## src/rtl/modexp_bit_sequencer.sv

```systemverilog
// Exponent bit walker: issues SQUARE/MULTIPLY requests to the modular multiplier
// over a req/ack handshake, MSB-first or LSB-first, with abort and run statistics.
module modexp_bit_sequencer #(
  parameter int W  = 32,
  parameter int LW = $clog2(W + 1)
) (
  input  logic          clk,
  input  logic          rst_n,
  input  logic          start,
  input  logic          abort,
  input  logic [W-1:0]  exp,
  input  logic [LW-1:0] nbits,
  input  logic          mode,
  output logic          op_req,
  output logic          op_type,
  input  logic          op_ack,
  output logic [LW-1:0] bit_idx,
  output logic          busy,
  output logic          done,
  output logic [LW-1:0] mul_count
);

  typedef enum logic [2:0] {S_IDLE, S_ISSUE, S_WAIT_ACK, S_GAP, S_FINISH} state_t;

  localparam logic OP_SQ  = 1'b0;
  localparam logic OP_MUL = 1'b1;
  localparam int   XW     = 2 ** LW;

  state_t        r_state;
  logic [W-1:0]  r_exp;
  logic [LW-1:0] r_n;
  logic          r_mode;
  logic          r_op_req;
  logic          r_op_type;
  logic [LW-1:0] r_bit_idx;
  logic          r_busy;
  logic          r_done;
  logic [LW-1:0] r_mul_count;

  logic [LW-1:0] w_n_clamp;
  logic [XW-1:0] w_exp_ext;
  logic [LW-1:0] w_idx_inc;
  logic [LW-1:0] w_idx_dec;
  logic [LW-1:0] w_last_idx;
  logic          w_fin;
  logic [LW-1:0] w_next_idx;
  logic          w_next_type;
  logic          w_start_empty;

  assign w_n_clamp  = (nbits > LW'(W)) ? LW'(W) : nbits;
  // Zero-padded so any LW-bit index is in range.
  assign w_exp_ext  = {{(XW - W){1'b0}}, r_exp};
  assign w_idx_inc  = r_bit_idx + LW'(1);
  assign w_idx_dec  = r_bit_idx - LW'(1);
  assign w_last_idx = r_n - LW'(1);

  // LSB-first with a single zero bit has nothing to issue at all.
  assign w_start_empty = (w_n_clamp == '0) || (mode && !exp[0] && (w_n_clamp == LW'(1)));

  // Next operation after the one currently being acknowledged.
  always_comb begin
    w_fin       = 1'b0;
    w_next_idx  = r_bit_idx;
    w_next_type = OP_SQ;
    if (!r_mode) begin
      if ((r_op_type == OP_SQ) && w_exp_ext[r_bit_idx]) begin
        w_next_type = OP_MUL;
      end else if (r_bit_idx == '0) begin
        w_fin = 1'b1;
      end else begin
        w_next_idx  = w_idx_dec;
        w_next_type = OP_SQ;
      end
    end else begin
      if ((r_op_type == OP_MUL) && (r_bit_idx != w_last_idx)) begin
        w_next_type = OP_SQ;
      end else if (r_bit_idx == w_last_idx) begin
        w_fin = 1'b1;
      end else begin
        w_next_idx = w_idx_inc;
        if (w_exp_ext[w_idx_inc]) begin
          w_next_type = OP_MUL;
        end else if (w_idx_inc != w_last_idx) begin
          w_next_type = OP_SQ;
        end else begin
          w_fin = 1'b1;
        end
      end
    end
  end

  always_ff @(posedge clk or negedge rst_n) begin
    if (!rst_n) begin
      r_state     <= S_IDLE;
      r_exp       <= '0;
      r_n         <= '0;
      r_mode      <= 1'b0;
      r_op_req    <= 1'b0;
      r_op_type   <= OP_SQ;
      r_bit_idx   <= '0;
      r_busy      <= 1'b0;
      r_done      <= 1'b0;
      r_mul_count <= '0;
    end else if ((r_state != S_IDLE) && abort) begin
      r_state  <= S_IDLE;
      r_op_req <= 1'b0;
      r_busy   <= 1'b0;
      r_done   <= 1'b0;
    end else begin
      case (r_state)
        S_IDLE: begin
          if (start) begin
            r_exp       <= exp;
            r_mode      <= mode;
            r_n         <= w_n_clamp;
            r_mul_count <= '0;
            r_busy      <= 1'b1;
            if (w_start_empty) begin
              r_state   <= S_FINISH;
              r_done    <= 1'b1;
              r_bit_idx <= '0;
            end else begin
              r_state   <= S_ISSUE;
              r_op_req  <= 1'b1;
              r_bit_idx <= mode ? '0 : (w_n_clamp - LW'(1));
              r_op_type <= mode & exp[0];
            end
          end
        end
        S_ISSUE, S_WAIT_ACK: begin
          if (op_ack) begin
            r_op_req <= 1'b0;
            if ((r_op_type == OP_MUL) && (r_mul_count != {LW{1'b1}})) begin
              r_mul_count <= r_mul_count + LW'(1);
            end
            if (w_fin) begin
              r_state <= S_FINISH;
              r_done  <= 1'b1;
            end else begin
              r_state   <= S_GAP;
              r_bit_idx <= w_next_idx;
              r_op_type <= w_next_type;
            end
          end else begin
            r_state <= S_WAIT_ACK;
          end
        end
        S_GAP: begin
          r_op_req <= 1'b1;
          r_state  <= S_ISSUE;
        end
        S_FINISH: begin
          r_done  <= 1'b0;
          r_busy  <= 1'b0;
          r_state <= S_IDLE;
        end
        default: begin
          r_state <= S_IDLE;
        end
      endcase
    end
  end

  assign op_req    = r_op_req;
  assign op_type   = r_op_type;
  assign bit_idx   = r_bit_idx;
  assign busy      = r_busy;
  assign done      = r_done;
  assign mul_count = r_mul_count;

endmodule

```

## config.mk

```make
export PLATFORM = sky130hd
export DESIGN_NAME = modexp_bit_sequencer
export DESIGN_NICKNAME = d
export VERILOG_FILES = /design/src/rtl/modexp_bit_sequencer.sv
export SDC_FILE = /design/constraint.sdc
export NUM_CORES = 1
export LEC_CHECK = 0
export CAP_MARGIN = 20
export CORE_MARGIN = 2
export CORE_UTILIZATION = 50
export CTS_CLUSTER_SIZE = 40
export DETAILED_ROUTE_END_ITERATION = 7
export PLACE_DENSITY = 0.89
export RECOVER_POWER = 25
export REMOVE_ABC_BUFFERS = 1
export SYNTH_ARGS = -nofsm -noshare
export SYNTH_HDL_FRONTEND = slang
export SYNTH_SLANG_ARGS = --single-unit
```

## constraint.sdc

```tcl
create_clock -name clk -period 3 [get_ports clk]
set_input_delay 0.45 -clock clk [delete_from_list [all_inputs] [get_ports clk]]
set_output_delay 0.45 -clock clk [all_outputs]
set_load 0.005 [all_outputs]
```

==> summary.md <==
| Metric | Value |
|---|---|
| Pwr dens | 1230 nW/um2 |
| Worst-margin pin slew | between 1.5 and 2 ns |
| GP Congestion | approximately 1.0 |
| Crit path largest cell delay | between 0.4 and 0.5 ns |
| Core Region | about 7700 um2 |
| CTS clock-pin slew for the worst setup and hold paths | about 0.070 ns |
| DR pass1 iterations | 5 |
| Die span in x | approximately 93 um |
| Status | complete, but fails checks |
| Tmin final | between 2 and 3 ns |
| Mapped Cells | about 440 |
| Footprint of the multi-input gates | ~2300 um2 |
| DR WL/cell | roughly 16 um |
| Ys Warns | 0 |
| Max cap viols | 1 |
| Overall Global Routing Usage | 24.9% |
| Maximum vdd ir drop | around 0.63 mV |
| CTS Buf Count | 9 |
| Die H | 92.8 um |
| GRT overflow | 0 |
| Family with the most delay on the worst path | simple AND/OR/NAND/NOR gates |
| Ys flop type | dfrtp_1 |
| Fill cell total of the finished layout | roughly 630 |
| Most numerous cell in the Yosys netlist | nand2_1 |
| Largest net degree at the start of global routing | 32 |
| Hpwl dp | between 7000 and 8000 um |
| Worst path bufs/invs | 0 |
| Final setup fails | 0 |
| Crit path DAT | 3.09 ns |
| Routed Antenna Nets | 0 |
| Site Rows | 32 |
| Layout Utilization | 64.4% |
| I/O Buffers | 59 |
| Hold buffers post-CTS | 0 |
| Failing checks | max-capacitance violations, max-slew violations |
| Post-synthesis cell type count | between 60 and 70 |
| RSZ-0062 raised after global routing | false |
| LEAKAGE | 2.17 nW |
| DR iter-0 viols | between 200 and 250 |
| Slew HR | -7.20% |
| FF/Latch Area | approximately 1500 um2 |
| First-pass GRT wire length | around 17000 um |
| Largest area contributor in the netlist | dfrtp_1 |
| Vias in the first global route | ~3600 |
| P&R area growth vs syn | 25.5% |
| TritonCTS clock tree | done |
| Most frequent cells after synthesis | 123 x nand2_1, 58 x dfrtp_1, 19 x nor2_1 |
| Synth Area per Inst | between 9 and 10 um2 |
| Post-synth EDFFs | 0 |
| Hold WS | between 0.4 and 0.5 ns |
| Worst hold path class | register to register |
| Share of cells above drive strength 1 | between 15 and 20% |
| # IOs | 60 |
| CTS sink cnt | between 50 and 60 |
| DIE AREA | between 8000 and 9000 um2 |
| Initial Utilization | 51.3% |
| CTS H-tree lvls | 3 |
| DR vias/cell | about 5.8 |
| Crit Path Class | register to register |
| Fin cells | about 610 |
| Antenna cells | 0 |
| Share of the yosys chip area belonging to registers | a little under two fifths |
| Post-Place Cell Area | ~4700 um2 |
| Synth top area cells | dfrtp_1 37%, nand2_1 12%, mux4_2 5.7%, mux2i_1 3.8%, ha_1 2.5% |
| Worst path most repeated cell | o21a_4 |
| Clock buffer depth | 2 |
| Crit-path cells | or3_1, or4_4, and2_4, o31a_1, nor4_4, o21a_4, o21a_4, mux2_1 |
| Final Power | 0.00609 W |
| Via count | around 3600 |
| Placed insts | between 500 and 600 |
| Post-synth top area share | a little under two fifths |
| CP required | 3.23 ns |
| Mapped cell area | a little under 4000 um2 |
| Root Driver | clkbuf_8 |
| Clock latency on the worst-skew pair | around 0.36 ns |
| Final wirelength | 10100 um |
| Nets | 560 |
| Slowest-stage cell, CP | or4_4 |
| Final hold vios | 0 |
| Async SR Flop Fraction | between 90% and 100% |
| Initial antenna violation count | 0 |
| Worst Setup End Kind | register |
| F_max | 350 MHz |
| DRC | 0 |
| Fin area | ~5000 um2 |
| Yosys reg bits | a little under 60 |
| Critical path fanouts, max | 5 |
| Final period utilization | 95.3% |
| CP Launch Type | register |
| Final Max Tran Viols | 32 |
| Max Clock Skew | roughly 0.0099 ns |
[final cells by class]
cell class                      instances  share of cell area (%)
Clock buffer                           10                    2.58
Clock inverter                          5                    1.14
Tap cell                              102                    2.58
Multi-Input combinational cell        339                    47.1
Inverter                               11                   0.884
Timing Repair Buffer                   89                    16.4
Sequential cell                        58                    29.3
[repair_timing]
item                                   4_1_cts  5_1_grt
setup buffers                                0        1
endpoints found under the hold margin        0        0
setup endpoints to repair                    7        9
pin swaps                                    0        3
resized for setup                            3       10
[where the power goes]
group,internal [W],switching (W)
logic,0.00184,0.00201
clock network,0.000377,0.000320
registers,0.00114,0.000402
[state kept, by name (all words and copies together), names as in the netlist]
| register | flops |
|---|---|
| r_exp | 32 |
| mul_count | 6 |
| r_state | 3 |
| op_type | 1 |
| done | 1 |
| busy | 1 |
| r_n | 6 |
| op_req | 1 |
| r_mode | 1 |
| bit_idx | 6 |
[metrics by stage]
step,TNS [ns],setup WS (ns)
after floorplan,-20.15,-0.760
after global placement,0,0.0477
after detailed placement,-0.0220,-0.0220
after CTS,0,0.00298
after global routing,0,0.0226
final,0,0.141
[metal layers]
layer	GRT usage, %	vias to the layer above	share of wire (%)
met5	0	-	0
met4	10.2	0	2.5
met3	5.04	36	7.3
met2	41.8	151	48
met1	31.3	1701	42
li1	-	1676	-
[cell families (layout without fill, tap and decap cells)]
logic type	after synthesis	in the layout	synth area share, %
buffers and inverters	39	115	6.02
adder cells (fa/ha/maj)	8	8	2.54
flip-flops	58	58	36.8
AND/OR/NAND/NOR	204	204	24.1
AO/OA/AOI/OAI	73	73	13.3
multiplexers	32	32	12.0
XOR/XNOR	22	22	5.26
[path summary, 6_finish.rpt]
kind / from / to / slack, ns / depth (start not counted)
min in group asynchronous: rst_n / r_exp[12] / 0.49 / 1
min reg2reg: done / done / 0.48 / 1
min: done / done / 0.48 / 1
max in group asynchronous: rst_n / bit_idx[2] / 1.03 / 2
max reg2reg: r_n[0] / bit_idx[1] / 0.14 / 8
max: r_n[0] / bit_idx[1] / 0.14 / 8
[cells in the final DEF (no fill, tap or decap), drive strengths merged, types with 6 or more instances in the layout]
cell type / n
a21oi: 16
buf: 29
clkbuf: 12
clkdlybuf4s50: 58
dfrtp: 58
ha: 8
inv: 11
mux2: 6
mux2i: 15
mux4: 11
nand2: 123
nand3: 19
nand4: 6
nor2: 19
o211ai: 9
o21ai: 13
o22ai: 6
or3: 7
xnor2: 9
xor2: 13
Power figures use the tool's default switching activity.
